File: src/rtl/decoder_seq_n.sv
// Registered N-to-2^N one-hot decoder whose index can be loaded, then stepped up/down.
// Optional DECODER_SEQ_ONEHOT_CHECK_EN: stored Y register plus a sticky one-hot error flag (err).
module decoder_seq_n #(
  parameter int N    = 3,
  parameter bit WRAP = 1'b1
) (
  input  logic              clk,
  input  logic              rst,
  input  logic              En,
  input  logic              load,
  input  logic [N-1:0]      sel,
  input  logic              step,
  input  logic              dir,
  output logic [2**N-1:0]   Y,
  output logic [N-1:0]      idx,
  output logic              valid,
`ifdef DECODER_SEQ_ONEHOT_CHECK_EN
  output logic              wrap,
  output logic              err
`else
  output logic              wrap
`endif
);

  localparam int OUTS = 2**N;

  logic [N-1:0] idx_nxt;
  logic         valid_nxt;
  logic         wrap_nxt;
  logic         at_top;
  logic         at_bot;
  logic         end_step;

  assign at_top   = (idx == {N{1'b1}});
  assign at_bot   = (idx == '0);
  assign end_step = dir ? at_top : at_bot;

  // With WRAP=0 an end-of-range step is rejected but still flagged on wrap.
  always_comb begin
    idx_nxt   = idx;
    valid_nxt = valid;
    wrap_nxt  = 1'b0;
    if (En) begin
      if (load) begin
        idx_nxt   = sel;
        valid_nxt = 1'b1;
      end else if (step && valid) begin
        wrap_nxt = end_step;
        if (!end_step || WRAP)
          idx_nxt = dir ? idx + N'(1) : idx - N'(1);
      end
    end
  end

  always_ff @(posedge clk) begin
    if (rst) begin
      idx   <= '0;
      valid <= 1'b0;
      wrap  <= 1'b0;
    end else begin
      idx   <= idx_nxt;
      valid <= valid_nxt;
      wrap  <= wrap_nxt;
    end
  end

`ifdef DECODER_SEQ_ONEHOT_CHECK_EN
  logic [OUTS-1:0] y_reg;
  logic            y_multi;
  logic            y_zero;

  assign y_multi = ((y_reg & (y_reg - OUTS'(1))) != '0);
  assign y_zero  = (y_reg == '0);

  always_ff @(posedge clk) begin
    if (rst) begin
      y_reg <= '0;
      err   <= 1'b0;
    end else begin
      if (En)
        y_reg <= valid_nxt ? (OUTS'(1) << idx_nxt) : '0;
      if (y_multi || (y_zero && valid))
        err <= 1'b1;
    end
  end

  assign Y = (En && valid) ? y_reg : '0;
`else
  assign Y = (En && valid) ? (OUTS'(1) << idx) : '0;
`endif

endmodule

File: config.mk
export PLATFORM = sky130hd
export DESIGN_NAME = decoder_seq_n
export DESIGN_NICKNAME = d
export VERILOG_FILES = /design/src/rtl/decoder_seq_n.sv
export SDC_FILE = /design/constraint.sdc
export NUM_CORES = 1
export LEC_CHECK = 0
export CAP_MARGIN = 20
export CORE_AREA = 2 2 39 41
export DETAILED_ROUTE_END_ITERATION = 10
export DIE_AREA = 0 0 41 43
export SLEW_MARGIN = 40
export SYNTH_ARGS = -nofsm -noshare
export SYNTH_HDL_FRONTEND = slang
export SYNTH_SLANG_ARGS = --single-unit
File: constraint.sdc
create_clock -name clk -period 2.5 [get_ports clk]
set_input_delay 0.5 -clock clk [delete_from_list [all_inputs] [get_ports clk]]
set_output_delay 0.5 -clock clk [all_outputs]
set_load 0.005 [all_outputs]
Word level (Yosys, flattened, before mapping)
Index checks and enable logic that the tools add are counted.
- output and inout port bits: 13
- register bits: 5
- word-level logic and storage cells: 21
- bits of input ports: 9
- muxes and demuxes: 5
- shift-type cells: 1
- add/subtract/negate cells: 2
- bitwise gates (word level): 2
- equality and inequality tests: 1
- reduce and logical (&&, ||, !) cells: 7
- operators with widths (kind ; number):
    $mux W3 ; 3
    $mux W8 ; 1
    $shl A1 B3 Y8 const A ; 1
    $reduce_and A2 Y1 ; 2
    $reduce_or A4 Y1 ; 1
    $add A3 B1 Y3 const B ; 1
    $eq A3 B3 Y1 const B ; 1
    $logic_not A3 Y1 ; 1
    $sub A3 B1 Y3 const B ; 1
    $logic_and A1 B1 Y1 ; 2
    $not A1 Y1 ; 2
    $reduce_bool A2 Y1 ; 1
    $mux W1 ; 1

Depth between registers and ports, before layout
- word-level depth: 4
- depth in mapped cells: 5
- gate-level depth less buffers: 5

Least setup slack after synthesis
OpenSTA, ideal clock, no wires.
- kind: input port to output port
- start point: in En
- end point: out Y[2]
- cell stages on the path: 3
- path buffers: 1
- setup slack: 0.897 ns
- arrival: 1.103 ns
- cell sequence: clkbuf_1 nand3_1 nor3_1
- cells in the longest elaborated chain, start to end: 2
- RTL lines (what ; line ; source):
    from (decl) ; 9 ; input logic En,
    $logic_and A1 B1 Y1 ; 89 ; assign Y = (En && valid) ? (OUTS'(1) << idx) : '0;
    $mux W8 ; 89 ;
    to (decl) ; 14 ; output logic [2**N-1:0] Y,
No other way between the ends.

Worst setup path after layout
- start point: in En
- end point: out Y[0]
Same word-level chain as after synthesis.

==> results <==
## critical path, cell delays in order
cell and delay (ps):
clkdlybuf4s50_1 510, nand3b_1 160, nor3_1 170, clkdlybuf4s50_1 520
## final cells by class
type	count	area, um2	area share, %
clock buffers	4	26.3	4.32
inverters	1	3.75	0.617
multi-input cells	35	240	39.5
flip-flops and latches	5	100	16.5
well taps	16	20.0	3.29
repair buffers	22	218	35.8
## path summary, 6_finish.rpt
| check | startpoint | slack (ps) | cells past startpoint | endpoint |
|---|---|---|---|---|
| setup / recovery | En | 140 | 4 | Y[0] |
| hold / removal | valid | 560 | 2 | wrap |
| setup reg to reg | idx[0] | 1050 | 4 | idx[2] |
| hold reg to reg | valid | 560 | 2 | wrap |
## sequential cells by signal (all words and copies together) (netlist names)
name   flops
idx        3
valid      1
wrap       1
## logic make-up after synthesis
family	share of synthesized area (%)
muxes	2.71
buffers and inverters	7.79
AOI/OAI and AO/OA	23.7
xor gates and xnor gates	2.37
DFF	27.1
and+or+nand+nor	30.8
adders and majority gates	5.42
## placed cells by master, fill, tap and decap left out
master / instances
a21o_1: 1
xnor2_1: 1
dfxtp_1: 5
clkbuf_4: 3
nand2_1: 2
mux2i_1: 1
a21boi_0: 1
a211oi_2: 1
a22oi_1: 1
nand2b_1: 2
a311oi_1: 2
nor3_1: 2
o211a_1: 1
nand4_1: 1
buf_4: 1
clkdlybuf4s50_1: 21
or4_4: 1
nand3_1: 1
a21oi_1: 2
nand3b_1: 1
nor2_1: 8
inv_1: 1
a31oi_1: 1
or2b_1: 2
nand4b_1: 1
clkbuf_1: 1
fa_1: 1
o32ai_1: 1
## per-stage QoR
stage	setup WS, ps	area (um2)	power (W)	cells	utilization [%]
final	136	608	0.000251	83	43.9
after floorplan	897	369	0.000129	45	-
after detailed placement	145	582	0.000159	79	42.0
after CTS	146	608	0.000255	83	43.9
after global placement	147	582	0.000159	79	42.0
after global routing	70.9	608	0.000269	83	43.9
## metal layers
layer,share of wire [%],vias up,wire length (um),global-route usage (%)
met3,6.4,2,57,1.57
li1,-,206,-,-
met5,0,-,0,0
met4,1.6,0,14,12.0
met1,48,181,424,15.3
met2,44,16,393,16.6
## report_power, final
group	switching, W	internal (W)	total, W
clock network	0.0000338	0.0000604	0.0000942
registers	0.0000100	0.0000849	0.0000949
logic	0.0000239	0.0000385	0.0000624
total	0.0000677	0.000184	0.000251
==> impl_metrics.py <==
metrics = {
    "run_status": {
        "status": "finished clean",
    },
    "critical_path": {
        "required_ps": 2000,
        "crit_path_start_kind": "primary input",
        "cp.arrival_ps": 1860,
        "path_max_fanout": 4,
        "critical_path_class": "in2out",
        "crit_path_end_kind": "output port",
    },
    "power": {
        "power_density_mw_per_mm2": 414,
        "leakagePower_nw": 0.216,
        "ir_worst_vdd_mv": 0.201,
    },
    "synth": {
        "yosys_warnings": 0,
        "netlist_instances": 45,
        "synth-seq-cells": 5,
        "async_flop_share_pct": 0,
        "synth_top_area_share_pct": 27.1,
        "ys_types": 27,
        "synth_area_um2": 369,
        "synth.area.top_cells": "dfxtp_1 (27%), nor2_1 (8.1%), fa_1 (5.4%)",
        "synth_most_common_cell": "nor2_1",
        "synth_top_cell_by_area": "dfxtp_1",
        "synthFlopType": "dfxtp_1",
        "syn_nets": 55,
        "ys_top_cells_by_count": "nor2_1 (8), dfxtp_1 (5)",
        "synth_seq_area_share_pct": 27.1,
        "syn_area_per_cell_um2": 8.20,
        "synth_edf_count": 0,
    },
    "detailed_routing": {
        "finalWirelength_um": 891,
        "viasPerCell": 4.88,
        "drtPass1Iterations": 4,
        "post_drt_wl_per_cell_um": 10.7,
        "ant_nets": 0,
        "drtIter0Drc": 6,
        "via_count": 405,
        "drc": 0,
    },
    "timing": {
        "hold_viol_final": 0,
        "final.setup.tns_ps": 0,
        "tightest_slew_ps": 369,
        "fin_crit_sh_pct": 94.6,
        "grt_setup_unrepaired": "false",
        "period_minus_slack_ps": 2360,
        "holdWs_ps": 563,
        "finClkSkew_ps": 1.35,
        "slew_headroom_pct": 75.4,
        "slew_viol_final": 0,
        "max_freq_ghz": 0.423,
        "finalSetupViolCount": 0,
    },
    "floorplan": {
        "fp.dieArea_mm2": 0.00176,
        "die_w_um": 41,
        "core_region_area_mm2": 0.00138,
        "dieHeight_um": 43,
        "initial_core_util_pct": 26.7,
        "core.rowCount": 14,
        "num_io_pins": 22,
    },
    "place": {
        "portBuffers": 21,
        "place.gp.congestion": 0.733,
        "dp_hpwl_um": 678,
    },
    "layout": {
        "fillers": 143,
        "area_growth_pct": 64.7,
        "fin_nets": 78,
        "n_antenna_cell": 0,
        "drive_gt1_share_pct": 8.96,
    },
    "clocking": {
        "cts_sinks": 5,
        "htree_levels": 1,
        "cts_resized": 0,
        "cts.clk_slew.worst_paths_ps": 40,
        "cts_made_buffers": 3,
        "cts.path.max_buffers": 2,
        "clock_latency_ps": 240,
        "cts_tree": "done",
        "cts_hold_buf": 0,
        "postCtsSetupRepairBufs": 0,
        "cts-root-buf": "clkbuf_4",
    },
    "grt": {
        "groute.usage.overall_pct": 12.2,
        "grt_pass1_wl_um": 1410,
        "overflow": 0,
        "grt_start_max_net_pins": 12,
        "grt_pass1_vias": 345,
        "antenna_found_initial": 0,
    },
    "worst_hold_path": {
        "hold_class": "reg2reg",
    },
    "flow_run": {
        "drv_cap": 0,
    },
}
(Power assumes the default switching activity.)
